--- src/rtl/npu_dma_pkg.sv ---
// npu_dma_pkg: shared FSM type and sizing helpers for the 2D strided read DMA
package npu_dma_pkg;
  typedef enum logic [1:0] {IDLE, ISSUE, REQ, DRAIN} state_t;
  function automatic int bytes_per_word(input int data_w);
    return data_w / 8;
  endfunction
  function automatic logic [15:0] min_burst(input logic [15:0] max_burst, input logic [15:0] rem);
    return (rem < max_burst) ? rem : max_burst;
  endfunction
endpackage

--- src/rtl/npu_sync_fifo.sv ---
// npu_sync_fifo: show-ahead synchronous FIFO with occupancy count and flush
module npu_sync_fifo #(
  parameter int WIDTH = 8,
  parameter int DEPTH = 16
) (
  input  logic                       clk,
  input  logic                       rst,
  input  logic                       flush,
  input  logic                       push,
  input  logic [WIDTH-1:0]           din,
  input  logic                       pop,
  output logic [WIDTH-1:0]           dout,
  output logic                       empty,
  output logic [$clog2(DEPTH):0]     count
);
  localparam int AW = $clog2(DEPTH);
  logic [WIDTH-1:0] mem [DEPTH];
  logic [AW-1:0] wr_q, rd_q;
  logic [AW:0] count_q;
  logic do_push, do_pop;
  assign empty = count_q == '0;
  assign do_pop = pop && !empty;
  assign do_push = push && (count_q != (AW+1)'(DEPTH) || do_pop);
  assign dout = mem[rd_q];
  assign count = count_q;
  always_ff @(posedge clk or posedge rst)
    if (rst) begin
      wr_q <= '0;
      rd_q <= '0;
      count_q <= '0;
    end else if (flush) begin
      wr_q <= '0;
      rd_q <= '0;
      count_q <= '0;
    end else begin
      wr_q <= wr_q + AW'(do_push);
      rd_q <= rd_q + AW'(do_pop);
      count_q <= count_q + (AW+1)'(do_push) - (AW+1)'(do_pop);
    end
  always_ff @(posedge clk)
    if (do_push) mem[wr_q] <= din;
endmodule

--- src/rtl/npu_dma_rd2d.sv ---
// npu_dma_rd2d: credit-gated 2D strided Avalon-MM read DMA with tagged output stream and abort
module npu_dma_rd2d
  import npu_dma_pkg::*;
#(
  parameter int DATA_W     = 64,
  parameter int FIFO_DEPTH = 64,
  parameter int MAX_BURST  = 16,
  parameter int BURST_W    = $clog2(MAX_BURST) + 1
) (
  input  logic               clk,
  input  logic               rst,
  input  logic [31:0]        cfg_addr,
  input  logic [15:0]        cfg_row_len,
  input  logic [15:0]        cfg_rows,
  input  logic [31:0]        cfg_stride,
  input  logic               start,
  input  logic               abort,
  output logic               busy,
  output logic               done,
  output logic               aborted,
  input  logic               m_waitrequest,
  input  logic [DATA_W-1:0]  m_readdata,
  input  logic               m_readdatavalid,
  output logic [31:0]        m_address,
  output logic [BURST_W-1:0] m_burstcount,
  output logic               m_read,
  output logic [DATA_W-1:0]  out_data,
  output logic               out_valid,
  input  logic               out_ready,
  output logic               out_row_last,
  output logic               out_last
);
  localparam int CW = $clog2(FIFO_DEPTH) + 1;
  localparam logic [31:0] BPW = 32'(bytes_per_word(DATA_W));
  state_t state_q, state_d;
  logic busy_q, busy_d, done_q, done_d, aborted_q, aborted_d, abort_q, abort_d;
  logic m_read_q, m_read_d;
  logic [31:0] m_address_q, m_address_d, addr_q, addr_d, row_base_q, row_base_d, stride_q, stride_d;
  logic [BURST_W-1:0] m_burstcount_q, m_burstcount_d;
  logic [15:0] row_rem_q, row_rem_d, rows_rem_q, rows_rem_d, row_len_q, row_len_d, rows_q, rows_d;
  logic [15:0] rx_col_q, rx_col_d, rx_row_q, rx_row_d;
  logic [CW-1:0] pending_q, pending_d, fifo_count, free;
  logic [CW:0] used;
  logic [15:0] burst;
  logic ab, beat, grant, row_last, last_tag, fifo_empty;
  assign burst = min_burst(16'(MAX_BURST), row_rem_q);
  assign used = {1'b0, fifo_count} + {1'b0, pending_q};
  assign free = (used >= (CW+1)'(FIFO_DEPTH)) ? '0 : CW'((CW+1)'(FIFO_DEPTH) - used);
  assign ab = abort_q | (busy_q & abort);
  assign beat = m_readdatavalid & busy_q;
  assign grant = m_read_q & ~m_waitrequest;
  assign row_last = rx_col_q == row_len_q - 16'd1;
  assign last_tag = row_last && rx_row_q == rows_q - 16'd1;
  npu_sync_fifo #(.WIDTH(DATA_W + 2), .DEPTH(FIFO_DEPTH)) u_fifo (
    .clk(clk),
    .rst(rst),
    .flush(ab),
    .push(beat & ~ab),
    .din({last_tag, row_last, m_readdata}),
    .pop(out_ready),
    .dout({out_last, out_row_last, out_data}),
    .empty(fifo_empty),
    .count(fifo_count)
  );
  assign out_valid = ~fifo_empty;
  assign busy = busy_q;
  assign done = done_q;
  assign aborted = aborted_q;
  assign m_read = m_read_q;
  assign m_address = m_address_q;
  assign m_burstcount = m_burstcount_q;
  always_comb begin
    state_d = state_q;
    busy_d = busy_q;
    done_d = 1'b0;
    aborted_d = aborted_q;
    abort_d = ab;
    m_read_d = m_read_q;
    m_address_d = m_address_q;
    m_burstcount_d = m_burstcount_q;
    addr_d = addr_q;
    row_base_d = row_base_q;
    stride_d = stride_q;
    row_rem_d = row_rem_q;
    rows_rem_d = rows_rem_q;
    row_len_d = row_len_q;
    rows_d = rows_q;
    pending_d = pending_q + (grant ? CW'(m_burstcount_q) : '0) - (beat ? CW'(1) : '0);
    rx_col_d = beat ? (row_last ? 16'd0 : rx_col_q + 16'd1) : rx_col_q;
    rx_row_d = (beat && row_last) ? rx_row_q + 16'd1 : rx_row_q;
    case (state_q)
      IDLE: if (start && !done_q) begin
        row_len_d = cfg_row_len;
        rows_d = cfg_rows;
        stride_d = cfg_stride;
        addr_d = cfg_addr;
        row_base_d = cfg_addr;
        row_rem_d = cfg_row_len;
        rows_rem_d = cfg_rows;
        rx_col_d = '0;
        rx_row_d = '0;
        aborted_d = 1'b0;
        abort_d = 1'b0;
        busy_d = 1'b1;
        state_d = (cfg_rows == '0 || cfg_row_len == '0) ? DRAIN : ISSUE;
      end
      ISSUE: if (ab) state_d = DRAIN;
      else if (16'(free) >= burst) begin
        m_read_d = 1'b1;
        m_address_d = addr_q;
        m_burstcount_d = BURST_W'(burst);
        state_d = REQ;
      end
      REQ: if (grant) begin
        m_read_d = 1'b0;
        row_rem_d = row_rem_q - 16'(m_burstcount_q);
        addr_d = addr_q + 32'(m_burstcount_q) * BPW;
        if (row_rem_d == '0) begin
          rows_rem_d = rows_rem_q - 16'd1;
          row_base_d = row_base_q + stride_q;
          addr_d = row_base_q + stride_q;
          row_rem_d = row_len_q;
        end
        m_address_d = addr_d;
        state_d = (ab || rows_rem_d == '0) ? DRAIN : ISSUE;
      end
      DRAIN: if (pending_q == '0 && fifo_empty) begin
        done_d = 1'b1;
        busy_d = 1'b0;
        aborted_d = ab;
        abort_d = 1'b0;
        state_d = IDLE;
      end
      default: state_d = IDLE;
    endcase
  end
  always_ff @(posedge clk or posedge rst)
    if (rst) begin
      state_q <= IDLE;
      busy_q <= 1'b0;
      done_q <= 1'b0;
      aborted_q <= 1'b0;
      abort_q <= 1'b0;
      m_read_q <= 1'b0;
      m_address_q <= '0;
      m_burstcount_q <= '0;
      addr_q <= '0;
      row_base_q <= '0;
      stride_q <= '0;
      row_rem_q <= '0;
      rows_rem_q <= '0;
      row_len_q <= '0;
      rows_q <= '0;
      pending_q <= '0;
      rx_col_q <= '0;
      rx_row_q <= '0;
    end else begin
      state_q <= state_d;
      busy_q <= busy_d;
      done_q <= done_d;
      aborted_q <= aborted_d;
      abort_q <= abort_d;
      m_read_q <= m_read_d;
      m_address_q <= m_address_d;
      m_burstcount_q <= m_burstcount_d;
      addr_q <= addr_d;
      row_base_q <= row_base_d;
      stride_q <= stride_d;
      row_rem_q <= row_rem_d;
      rows_rem_q <= rows_rem_d;
      row_len_q <= row_len_d;
      rows_q <= rows_d;
      pending_q <= pending_d;
      rx_col_q <= rx_col_d;
      rx_row_q <= rx_row_d;
    end
endmodule

--- config.mk ---
export PLATFORM = sky130hd
export DESIGN_NAME = npu_dma_rd2d
export DESIGN_NICKNAME = d
export VERILOG_FILES = /design/src/rtl/npu_dma_pkg.sv /design/src/rtl/npu_sync_fifo.sv /design/src/rtl/npu_dma_rd2d.sv
export SDC_FILE = /design/constraint.sdc
export NUM_CORES = 2
export LEC_CHECK = 0
export CORE_ASPECT_RATIO = 0.9
export CORE_MARGIN = 3
export CORE_UTILIZATION = 60
export CTS_CLUSTER_SIZE = 28
export DETAILED_ROUTE_END_ITERATION = 8
export GPL_TIMING_DRIVEN = 1
export MAX_ROUTING_LAYER = met4
export PLACE_DENSITY = 0.85
export SYNTH_ARGS = -nofsm -noshare
export SYNTH_HDL_FRONTEND = slang
export SYNTH_MEMORY_MAX_BITS = 65536
export SYNTH_SLANG_ARGS = --single-unit
export TNS_END_PERCENT = 30
--- constraint.sdc ---
create_clock -name clk -period 12.05 [get_ports clk]
set_input_delay 1.8075 -clock clk [delete_from_list [all_inputs] [get_ports clk]]
set_output_delay 1.8075 -clock clk [all_outputs]
set_load 0.05 [all_outputs]
==> results_dict.tcl <==
set metrics [dict create \
    slew_viol_final 0 \
    cp.arrival_ps 6690 \
    postPlaceCellArea_um2 185000 \
    die_y_um 522 \
    grt_max_degree 163 \
    vias 104768 \
    outcome "complete, no violations" \
    ys_seq_elements 4486 \
    max-slew-margin-rel_pct 2.26 \
    pwr-share-clk_pct 34.8 \
    fmax_mhz 118 \
    drcViolationCount 0 \
    cts_tree "done" \
    hp-class "flop to flop" \
    synth-async-reset-ratio_pct 5.84 \
    vias_per_cell 7.68 \
    io_pins 275 \
    drt_iter0_markers 19858 \
    final_common_cell "edfxtp_1" \
    rsz0062_at_grt "no" \
    grt_pass1_vias 104172 \
    setup_tns_ps 0 \
    ys_warn_count 0 \
    startpoint_type "flop" \
    critPathLaunch "u_fifo.rd_q[1]$_DFF_PP0_" \
    htreeDepth 5 \
    antenna_found_initial 54 \
    netlist_instances 8955 \
    clk_latency_ps 980 \
    synth_edf_count 4224 \
    drt_first_pass_iters 9 \
    post_route_cells_drive_above_1_share_pct 20.6 \
    clock_path_buffers 4 \
    post_cts_buffers 0 \
    ir_drop_v 0.000236 \
    synth.distinct_cells 88 \
    crit_path_frequent_cell "mux4_2" \
    cts_sinks 4486 \
    grt_pass1_wl_um 803000 \
    root_buffer "clkbuf_16" \
    crit_type "flop to output pin" \
    crit_family "buffers and inverters" \
    ys_seq_area_share_pct 75.0 \
    p_int_uw 27700 \
    reg2reg_from "busy$_DFFE_PP0P_" \
    cts.clk_slew.worst_paths_ps 60 \
    period_needed_ps 8490 \
    portBuffers 274 \
    place_congestion 0.912 \
    stdcell_area_um2 199000 \
    ctsHoldBuffers 0 \
    fin_crit_sh_pct 70.5 \
    synth_area_um2 178000 \
    hold_start "m_address[5]$_DFFE_PP0P_" \
    path_cells "buf_12, buf_12, buf_4, mux4_2, mux4_2, mux4_2, clkdlybuf4s50_1" \
    nets 9612 \
    setup_viol 0 \
    cpPeakStageDelay_ps 880 \
    synth_top_family_by_area "multiplexers" \
    hpwl_um 272000 \
    fin_cells 13645 \
    synth-compound-area-share_pct 3.90 \
    syn_to_final_growth_pct 11.8 \
    crit_fanout 162 \
    grt.overflow.total 0 \
    initial_core_util_pct 60.6 \
    ant_nets 0 \
    synth_adder_area_share_pct 0.694 \
    cp.required_ps 10240 \
    dp.cells 12825 \
    dieArea_um2 303000 \
    muxShareOfSynthArea_pct 15.5 \
    cp_slowest_cell "dfrtp_4" \
    finalClockSkew_ps 120 \
    final_cell_mix "edfxtp_1 (4224), mux4_2 (1029), nand2_1 (485), mux2i_1 (434), clkbuf_16 (425)" \
    yosys_most_used_dff "edfxtp_1" \
    drv_cap 0 \
    power_frac_seq_pct 46.5 \
    synth_area_per_cell_um2 19.8 \
    hold_viol_final 0 \
    cp-end-kind "output pin" \
    cts_resized 0 \
    p_leak_uw 0.0622 \
    cts_made_buffers 418 \
    p_sw_share_pct 28.1 \
    wl_um 579000 \
    combPwrFrac_pct 18.7 \
    drt-wirelength-per-cell_um 42.4 \
    powerDensity_nw_per_um2 194 \
    die_w_um 580 \
    p_sw_uw 10800 \
    rows 188 \
    core_area_um2 293000 \
    grt.total_usage_pct 39.1 \
    synthSimpleGateAreaFrac_pct 2.87 \
    yosys.area_share.xor_xnor_pct 0.665 \
    tightest_slew_ps 1470 \
    worst-path-buf-inv 4 \
]
-- cell usage after synthesis, drive strengths merged (6+ instances only) --
cell	instances	area (um^2)
a21oi	312	1560
inv	83	312
a21o	24	180
and3	31	194
o21bai	9	67.6
nand3b	7	52.6
fa	6	120
nor2	325	1230
or2	6	37.5
o221ai	213	1870
a31oi	84	526
edfxtp	4224	127000
nor4	29	233
o21ai	123	616
dfrtp	262	6560
nor3	61	315
a2bb2oi	11	96.3
clkbuf	313	1170
nand2	486	1820
and2	16	100
xor2	58	508
and4	7	61.3
nor3b	12	90.1
nand4	35	219
o21a	14	105
mux2i	434	4340
mux4	1029	23200
o22ai	98	613
buf	188	856
nand2b	17	106
a211oi	35	273
o211ai	17	128
or3	13	81.3
ha	89	1110
a311oi	21	184
xnor2	77	674
o22a	6	52.6
nor2b	13	81.3
o31ai	14	105
a211o	6	52.6
nand3	68	340
-- sequential cells by signal (all words and copies together), names as in the netlist, 32 cells and up --
register and cells:
addr_q 32, m_address 32, row_base_q 32, stride_q 32
u_fifo.mem 4224
-- power groups by stage --
stage               clock network (uW)  logic [uW]  registers (uW)
global route                     13900        7680           17900
detailed placement                   0        6940           18200
global placement                     0        6670           18200
CTS                              13300        7130           17900
finish                           13400        7220           17900
floorplan                            0        5010           18200
-- worst reg2reg max path, delay by kind of cell (launching register included) --
| family | cells | cell delay (ps) |
|---|---|---|
| and+or+nand+nor | 4 | 2680 |
| buffers and inverters | 2 | 1560 |
| AOI/OAI and AO/OA | 1 | 450 |
| DFF | 1 | 430 |
-- final timing paths --
| kind | end | slack (ps) | depth (start not counted) |
|---|---|---|---|
| max | out_data[58] | 3560 | 7 |
| min | m_address[5]$_DFFE_PP0P_ | 480 | 2 |
| max reg2reg | u_fifo.mem[51][4]$_DFFE_PP_ | 6520 | 7 |
| min reg2reg | m_address[5]$_DFFE_PP0P_ | 480 | 2 |
| max in group asynchronous | stride_q[19]$_DFFE_PP0P_ | 8860 | 3 |
| min in group asynchronous | pending_q[1]$_DFF_PP0_ | 1510 | 2 |
-- layer usage --
layer	GRT usage (%)	vias to the layer above	share of wire, %	routed length, um
li1	-	37815	-	-
met1	46.2	52031	30	173000
met2	58.1	11992	46	267000
met3	12.7	2930	16	90600
met4	26.1	0	8.3	47700
met5	-	-	0	0
-- cell type report --
class                   count  area [um^2]
flip-flops and latches   4486       133000
fillers                 16660        94300
multi-input cells        3883        42600
clock buffers             506        11000
well taps                3895         4870
repair buffers            475         4130
clock inverters           251         2310
inverters                  86          343
diodes                     63          158
-- through the flow --
step | total power (uW) | hold slack, ps | worst slack (ps) | utilization (%)
floorplan | 23200 | 448 | 3030 | -
global placement | 24900 | 463 | 4830 | 63.2
detailed placement | 25200 | 466 | 4710 | 63.2
CTS | 38400 | 479 | 3680 | 67.8
global route | 39500 | 512 | 3480 | 67.8
finish | 38500 | 485 | 3560 | 67.8
-- logic make-up (layout without fill, tap and decap cells) --
family,after synthesis,in the layout
buffers and inverters,587,1318
muxes,1466,1466
DFF,4486,4486
AOI/OAI and AO/OA,1043,1043
and+or+nand+nor,1142,1142
other,1,65
adders and majority gates,95,95
xor gates and xnor gates,135,135
Note: power is estimated with default switching activity, not from simulation.
